### src/rtl/pipelined_adder_if.sv
// Operand/result stream interface for the segmented pipelined adder.
interface pipelined_adder_if #(
  parameter int unsigned WIDTH = 64
);
  logic             in_valid;
  logic             in_ready;
  logic [WIDTH-1:0] A;
  logic [WIDTH-1:0] B;
  logic             cin;
  logic             sub;
  logic             out_valid;
  logic             out_ready;
  logic [WIDTH-1:0] SUM;
  logic             cout;
  logic             ovf;

  // Producer of operands / consumer of results.
  modport master (
    output in_valid, A, B, cin, sub, out_ready,
    input  in_ready, out_valid, SUM, cout, ovf
  );

  // The adder itself.
  modport slave (
    input  in_valid, A, B, cin, sub, out_ready,
    output in_ready, out_valid, SUM, cout, ovf
  );
endinterface

### src/rtl/pipelined_adder.sv
// Segmented pipelined adder/subtractor: one SEG-bit carry segment per stage,
// with a single global stall that freezes every stage while the output waits.
module pipelined_adder #(
  parameter int unsigned WIDTH = 64,
  parameter int unsigned SEG   = 16
) (
  input  logic             clk,
  input  logic             rst,
  pipelined_adder_if.slave bus
);
  localparam int unsigned STAGES = WIDTH / SEG;
  localparam int unsigned LAST   = STAGES - 1;

  if ((WIDTH % SEG) != 0) begin : g_bad_cfg
    $error("pipelined_adder: WIDTH must be a multiple of SEG");
  end

  logic             stall;
  logic             accept;
  logic [WIDTH-1:0] b_eff;
  logic             c_eff;

  // Subtraction is A + ~B + 1; cin only matters for addition.
  assign b_eff  = bus.sub ? ~bus.B : bus.B;
  assign c_eff  = bus.sub | bus.cin;
  assign stall  = g_stage[LAST].v_q & ~bus.out_ready;
  assign accept = bus.in_valid & ~stall;

  // Stage k adds segment k; operand bits above it ride along, finished sum
  // bits below it ride along, so every register is exactly as wide as needed.
  for (genvar k = 0; k < STAGES; k++) begin : g_stage
    localparam int unsigned IN_W = WIDTH - k * SEG;
    localparam int unsigned LO_W = (k + 1) * SEG;

    logic            v_in;
    logic            c_in;
    logic [IN_W-1:0] a_in;
    logic [IN_W-1:0] b_in;
    logic [SEG:0]    seg_sum;
    logic [LO_W-1:0] s_nxt;
    logic            v_q;
    logic            c_q;
    logic [LO_W-1:0] s_q;

    if (k == 0) begin : g_src
      assign v_in  = accept;
      assign c_in  = c_eff;
      assign a_in  = bus.A;
      assign b_in  = b_eff;
      assign s_nxt = seg_sum[SEG-1:0];
    end else begin : g_src
      assign v_in  = g_stage[k-1].v_q;
      assign c_in  = g_stage[k-1].c_q;
      assign a_in  = g_stage[k-1].g_fwd.a_q;
      assign b_in  = g_stage[k-1].g_fwd.b_q;
      assign s_nxt = {seg_sum[SEG-1:0], g_stage[k-1].s_q};
    end

    assign seg_sum = {1'b0, a_in[SEG-1:0]} + {1'b0, b_in[SEG-1:0]} + (SEG+1)'(c_in);

    // Stage valid, segment carry and accumulated low sum bits.
    always_ff @(posedge clk) begin
      if (rst) begin
        v_q <= 1'b0;
        c_q <= 1'b0;
        s_q <= '0;
      end else if (!stall) begin
        v_q <= v_in;
        c_q <= seg_sum[SEG];
        s_q <= s_nxt;
      end
    end

    if (k < LAST) begin : g_fwd
      logic [IN_W-SEG-1:0] a_q;
      logic [IN_W-SEG-1:0] b_q;

      // Delay registers for the operand segments not yet added.
      always_ff @(posedge clk) begin
        if (rst) begin
          a_q <= '0;
          b_q <= '0;
        end else if (!stall) begin
          a_q <= a_in[IN_W-1:SEG];
          b_q <= b_in[IN_W-1:SEG];
        end
      end
    end else begin : g_ovf
      logic ovf_q;

      // Signed overflow: carry into the MSB xor carry out of the MSB.
      always_ff @(posedge clk) begin
        if (rst) begin
          ovf_q <= 1'b0;
        end else if (!stall) begin
          ovf_q <= a_in[SEG-1] ^ b_in[SEG-1] ^ seg_sum[SEG-1] ^ seg_sum[SEG];
        end
      end
    end
  end

  assign bus.in_ready  = ~stall;
  assign bus.out_valid = g_stage[LAST].v_q;
  assign bus.SUM       = g_stage[LAST].s_q;
  assign bus.cout      = g_stage[LAST].c_q;
  assign bus.ovf       = g_stage[LAST].g_ovf.ovf_q;

endmodule
### src/flat_wrapper.sv
// flat-port wrapper written by rule: the top's interface ports become plain ports
module pipelined_adder_flat 
#(
  parameter int unsigned WIDTH = 64,
  parameter int unsigned SEG   = 16
)
  (clk, rst, bus_in_valid, bus_A, bus_B, bus_cin, bus_sub, bus_out_ready, bus_in_ready, bus_out_valid, bus_SUM, bus_cout, bus_ovf);
  pipelined_adder_if #(.WIDTH(WIDTH)) bus_i ();
  input  logic clk;
  input  logic rst;
  input wire logic [$bits(bus_i.in_valid)-1:0] bus_in_valid;
  input wire logic [$bits(bus_i.A)-1:0] bus_A;
  input wire logic [$bits(bus_i.B)-1:0] bus_B;
  input wire logic [$bits(bus_i.cin)-1:0] bus_cin;
  input wire logic [$bits(bus_i.sub)-1:0] bus_sub;
  input wire logic [$bits(bus_i.out_ready)-1:0] bus_out_ready;
  output wire logic [$bits(bus_i.in_ready)-1:0] bus_in_ready;
  output wire logic [$bits(bus_i.out_valid)-1:0] bus_out_valid;
  output wire logic [$bits(bus_i.SUM)-1:0] bus_SUM;
  output wire logic [$bits(bus_i.cout)-1:0] bus_cout;
  output wire logic [$bits(bus_i.ovf)-1:0] bus_ovf;
  assign bus_i.in_valid = bus_in_valid;
  assign bus_i.A = bus_A;
  assign bus_i.B = bus_B;
  assign bus_i.cin = bus_cin;
  assign bus_i.sub = bus_sub;
  assign bus_i.out_ready = bus_out_ready;
  assign bus_in_ready = bus_i.in_ready;
  assign bus_out_valid = bus_i.out_valid;
  assign bus_SUM = bus_i.SUM;
  assign bus_cout = bus_i.cout;
  assign bus_ovf = bus_i.ovf;
  pipelined_adder #(.WIDTH(WIDTH), .SEG(SEG)) u_core (.clk(clk), .rst(rst), .bus(bus_i));
endmodule
### config.mk
export PLATFORM = sky130hd
export DESIGN_NAME = pipelined_adder_flat
export DESIGN_NICKNAME = d
export VERILOG_FILES = /design/src/rtl/pipelined_adder_if.sv /design/src/rtl/pipelined_adder.sv /design/src/flat_wrapper.sv
export SDC_FILE = /design/constraint.sdc
export NUM_CORES = 1
export LEC_CHECK = 0
export CORE_MARGIN = 5
export CORE_UTILIZATION = 45
export CTS_CLUSTER_SIZE = 30
export DETAILED_ROUTE_END_ITERATION = 12
export GPL_ROUTABILITY_DRIVEN = 0
export PLACE_DENSITY = 0.66
export SYNTH_ARGS = -nofsm -noshare
export SYNTH_HDL_FRONTEND = slang
export SYNTH_SLANG_ARGS = --single-unit
### constraint.sdc
create_clock -name clk -period 10.35 [get_ports clk]
set_input_delay 2.07 -clock clk [delete_from_list [all_inputs] [get_ports clk]]
set_output_delay 2.07 -clock clk [all_outputs]
set_load 0.03 [all_outputs]
Yosys cells after proc, flatten, opt, wreduce, memory -nomap -nowiden
Cells that the tools add are included.
{ "totals": {"in_bits": 134, "register_bits": 361, "wordCells": 37} }
{ "op_classes": {"n_mux": 1, "bitwise": 9, "addsub": 8} }
{ "op_table": {"columns": ["op", "count"], "rows": [
  ["16-bit by 16-bit adder with 17-bit output", 4],
  ["17-bit by 1-bit adder with 17-bit output", 4],
  ["64-bit 2-to-1 mux", 1],
  ["64-bit NOT", 1],
  ["1-bit XOR", 3],
  ["1-bit bitwise AND", 2],
  ["1-bit NOT", 2],
  ["1-bit OR", 1]
]} }

Logic depth before layout (Yosys ltp)
{ "logic_depth": {"depth_word": 4, "ltp_mapped": 13, "depth_no_buf": 10} }

Least setup slack after synthesis
Ideal clock, no wire load.
{ "synth_timing": {"path_kind": "input to output", "start": "input port bus_out_ready", "end": "output port bus_in_ready", "path_stages": 5, "arrival_time_ns": 3.089, "t_required_ns": 8.280, "path_slack_ns": 5.191, "path_buffers": 3, "path_cell_list": "nor2b_1 -> buf_2 -> inv_1 -> clkbuf_1 -> buf_1"} }
{ "synth_between": {"elab_chain_len": 3} }
{ "synth_rtl": {"columns": ["element", "line", "rtl"], "rows": [
  ["start: declaration", "flat_wrapper.sv:16", "input wire logic [$bits(bus_i.out_ready)-1:0] bus_out_ready;"],
  ["1-bit NOT", "pipelined_adder.sv:26", "assign stall = g_stage[LAST].v_q & ~bus.out_ready;"],
  ["1-bit bitwise AND", "pipelined_adder.sv:26", null],
  ["1-bit NOT", "pipelined_adder.sv:102", "assign bus.in_ready = ~stall;"],
  ["end: declaration", "flat_wrapper.sv:17", "output wire logic [$bits(bus_i.in_ready)-1:0] bus_in_ready;"]
]} }
No other way between the ends.

Worst setup path in the final report
Same ends and word-level chain as after synthesis.

==> key figures <==
Power and ir drop
  – Int Pwr: 2.58 mW
  – Switching power: ~0.84 mW
  – Sw frac: 0.245
  – Clock power frac: 0.424
  – Seq pwr share: 0.451
  – Pleak: roughly 7.5 nW
  – Pwr/cell area: approximately 180 nW/um2
  – Comb power frac: 0.125
  – Peak supply drop: around 0.10 mV

Layout
  – Layout cells sized above 1: 0.0434
  – Multi-input gate area: between 7000 and 8000 um2
  – Commonest non-fill, non-tap cell in the layout: nand2_1
  – FF/Latch Area: just over 7000 um2
  – Fill count: roughly 3.3k
  – Post-route cell area: ~19,000 um2
  – Commonest cells after routing, fill and taps aside: nand2_1 (580), dfxtp_1 (361), a21oi_1 (316)
  – Layout area overhead: 22.4%
  – Post-layout nets: ~2.3k

Synthesis
  – Post-synthesis sequential area ratio: 0.460
  – Leading area contributor after synthesis: dfxtp_1
  – Netlist Area Pre-Place: around 16,000 um2
  – Avg Inst Size Synth: 8.05 um2
  – Asr flop ratio synth: 0
  – Synth area leaders: dfxtp_1 (46%), nand2_1 (14%), a21oi_1 (10%)
  – Mapped Cells: slightly below 2k
  – Number of synthesized register bits: 361
  – Post-synthesis cell type count: 66
  – Post-Syn Nets: 2,153
  – Number of synthesis warnings: 0
  – Top cell type's share of synthesized area: 0.460
  – Number of synthesized flops with an enable pin: 0
  – Post-synth top flop: dfxtp_1

CTS
  – Max Root-Sink Buffers: 3
  – Hold Buf Count CTS: 0
  – Cts repair resizes: 0
  – Post-CTS repair timing setup buffer count: 0
  – Root buffer selected by CTS: clkbuf_16
  – H-tree levels: 2
  – Skew-Pair Late Insertion Delay: around 530 ps
  – CTS tree: built
  – Clock slew at reported path FFs: 60 ps
  – TritonCTS buffer count: 38
  – # clock sinks: 361

Worst setup path
  – Crit start category: input port
  – Reg2reg start: u_core.g_stage[0].g_fwd.b_q[0]
  – R2R depth: 9
  – Critical-path maximum fanout: between 100 and 150
  – CP arrival: about 3900 ps
  – Worst setup path category: in2out
  – R2r endpoint: u_core.g_stage[1].s_q[30]
  – Critical Path Sink Type: primary output
  – Worst path required time: a little over 8000 ps
  – Reg2reg setup slack: 7460 ps

Detailed routing
  – Routed vias: ~13k
  – Drt wl/cell: between 15 and 20 um
  – Drt first pass iters: 6
  – Vias per inst: a little over 5
  – DRT iter0 DRCs: around 1,000
  – Antenna-violating nets left: 0
  – Post-detailed-routing wire length: ~39,000 um
  – Drc violations: 0

Floorplanning
  – Horiz. Die Dim: around 200 um
  – Row count: a little under 70
  – Core Footprint: 34,500 um2
  – Die area: a little under 40,000 um2
  – Io pins: 202
  – Initial core utilization: 0.456
  – Die H: 197 um

Hold path
  – Worst Min Path Start: u_core.g_stage[1].g_fwd.b_q[27]
  – Worst Hold Class: reg2reg
  – Hold endpoint: u_core.g_stage[2].g_fwd.b_q[11]
  – Hold Path Cell Cnt: 2

Global routing
  – Global-route wire length before repair: approximately 62,000 um
  – Total track usage: 0.192
  – Vias in the first global route: between 10k and 15k
  – Grt ovf: 0
  – Largest net degree at the start of global routing: just over 200
  – Antenna violations before repair: 1

Timing
  – Setup tns final: 0 ps
  – Max-slew headroom: 0.221
  – RSZ-0062 raised after global routing: false
  – Final worst-path cycle share: 0.576
  – Fin. Hold Viols: 0
  – Final Skew: ~20 ps
  – Slew @ Worst Pin: 1170 ps
  – Final min period: 5960 ps
  – Max Slew Vio Count: 0
  – Final setup fails: 0
  – FMAX: roughly 170 MHz

Run
  – Max-capacitance violation count: 0

Place
  – Dpl cell area: 17,900 um2
  – DPL Wire Length: between 20,000 and 30,000 um
  – # port buffers: 201

Outcome
  – Status: completed
[power groups by stage]
stage / sequential, mW / combinational [mW] / clock (mW)
finish: 1.54 / 0.426 / 1.45
global route: 1.55 / 0.474 / 1.53
CTS: 1.54 / 0.426 / 1.48
detailed placement: 1.57 / 0.423 / 0
global placement: 1.57 / 0.417 / 0
floorplan: 1.57 / 0.259 / 0
[synthesized netlist by cell type, types with 4 or more instances]
| library cell | count |
|---|---|
| nor3_1 | 20 |
| a21o_1 | 19 |
| dfxtp_1 | 361 |
| fa_1 | 8 |
| buf_1 | 12 |
| and3_1 | 5 |
| a211o_1 | 4 |
| a21oi_1 | 316 |
| o211ai_1 | 11 |
| nand2b_1 | 7 |
| nand3_1 | 21 |
| xnor2_1 | 68 |
| or3_1 | 4 |
| a31oi_1 | 5 |
| xor2_1 | 29 |
| o21bai_1 | 6 |
| clkbuf_1 | 105 |
| ha_1 | 60 |
| nand2_1 | 580 |
| a211oi_1 | 66 |
| and2_1 | 6 |
| nor2_1 | 84 |
| nor4_1 | 5 |
| o21a_1 | 9 |
| buf_2 | 15 |
| o21ai_0 | 34 |
| inv_1 | 23 |
| o21ai_1 | 11 |
[registers in the layout (all words and copies together) (netlist names)]
| name | count |
|---|---|
| u_core.g_stage.s_q | 96 |
| u_core.g_stage.g_fwd.b_q | 96 |
| u_core.bus.out_valid | 1 |
| u_core.g_stage.g_fwd.a_q | 96 |
| u_core.bus.SUM | 64 |
| u_core.bus.cout | 1 |
| u_core.g_stage.c_q | 3 |
| u_core.g_stage.v_q | 3 |
| u_core.bus.ovf | 1 |
[per-layer routing]
metal | wire, um | track usage
met1 | 20400 | 0.301
met3 | 1620 | 0.0289
met4 | 713 | 0.0455
met2 | 16300 | 0.278
met5 | 0 | 0
[how the worst max path moves through the flow]
stage | slack [ps] | start | endpoint
2_1_floorplan | 5190 | bus_out_ready | bus_in_ready
3_3_place_gp | 4370 | bus_out_ready | bus_in_ready
3_5_place_dp | 4360 | bus_out_ready | bus_in_ready
4_1_cts | 4360 | bus_out_ready | bus_in_ready
5_1_grt | 4270 | bus_out_ready | bus_in_ready
6_report | 4390 | bus_out_ready | bus_in_ready
[critical path, stage by stage]
cell and delay (ps):
clkdlybuf4s50_1 510, nor2b_4 80, inv_8 420, clkdlybuf4s50_1 790
[final cells by class]
type                       count  share of cell area
clock buffer                  52              0.0575
clock inverter                16              0.0133
tap                          455              0.0296
sequential                   361               0.376
timing repair buffer         208               0.109
multi-input combinational   1435               0.410
inverter                      23             0.00488
antenna                        1            0.000130
[cell families after synthesis]
group / Yosys count / share of synthesized area
AO/OA/AOI/OAI: 515 / 0.196
buffers and inverters: 155 / 0.0383
adder cells (fa/ha/maj): 68 / 0.0580
flip-flops: 361 / 0.460
XOR/XNOR: 97 / 0.0541
AND/OR/NAND/NOR: 754 / 0.193
multiplexers: 1 / 0.000638
[through the flow]
| step | total power, mW | setup WS [ps] | instances | utilization | hold WS (ps) |
|---|---|---|---|---|---|
| floorplan | 1.83 | 5190 | 1951 | - | 425 |
| global placement | 1.99 | 4370 | 2482 | 0.518 | 439 |
| detailed placement | 1.99 | 4360 | 2482 | 0.518 | 443 |
| CTS | 3.44 | 4360 | 2550 | 0.558 | 443 |
| global route | 3.56 | 4270 | 2551 | 0.558 | 463 |
| finish | 3.42 | 4390 | 2551 | 0.558 | 444 |
No activity file was read; power rests on OpenSTA's default activity.
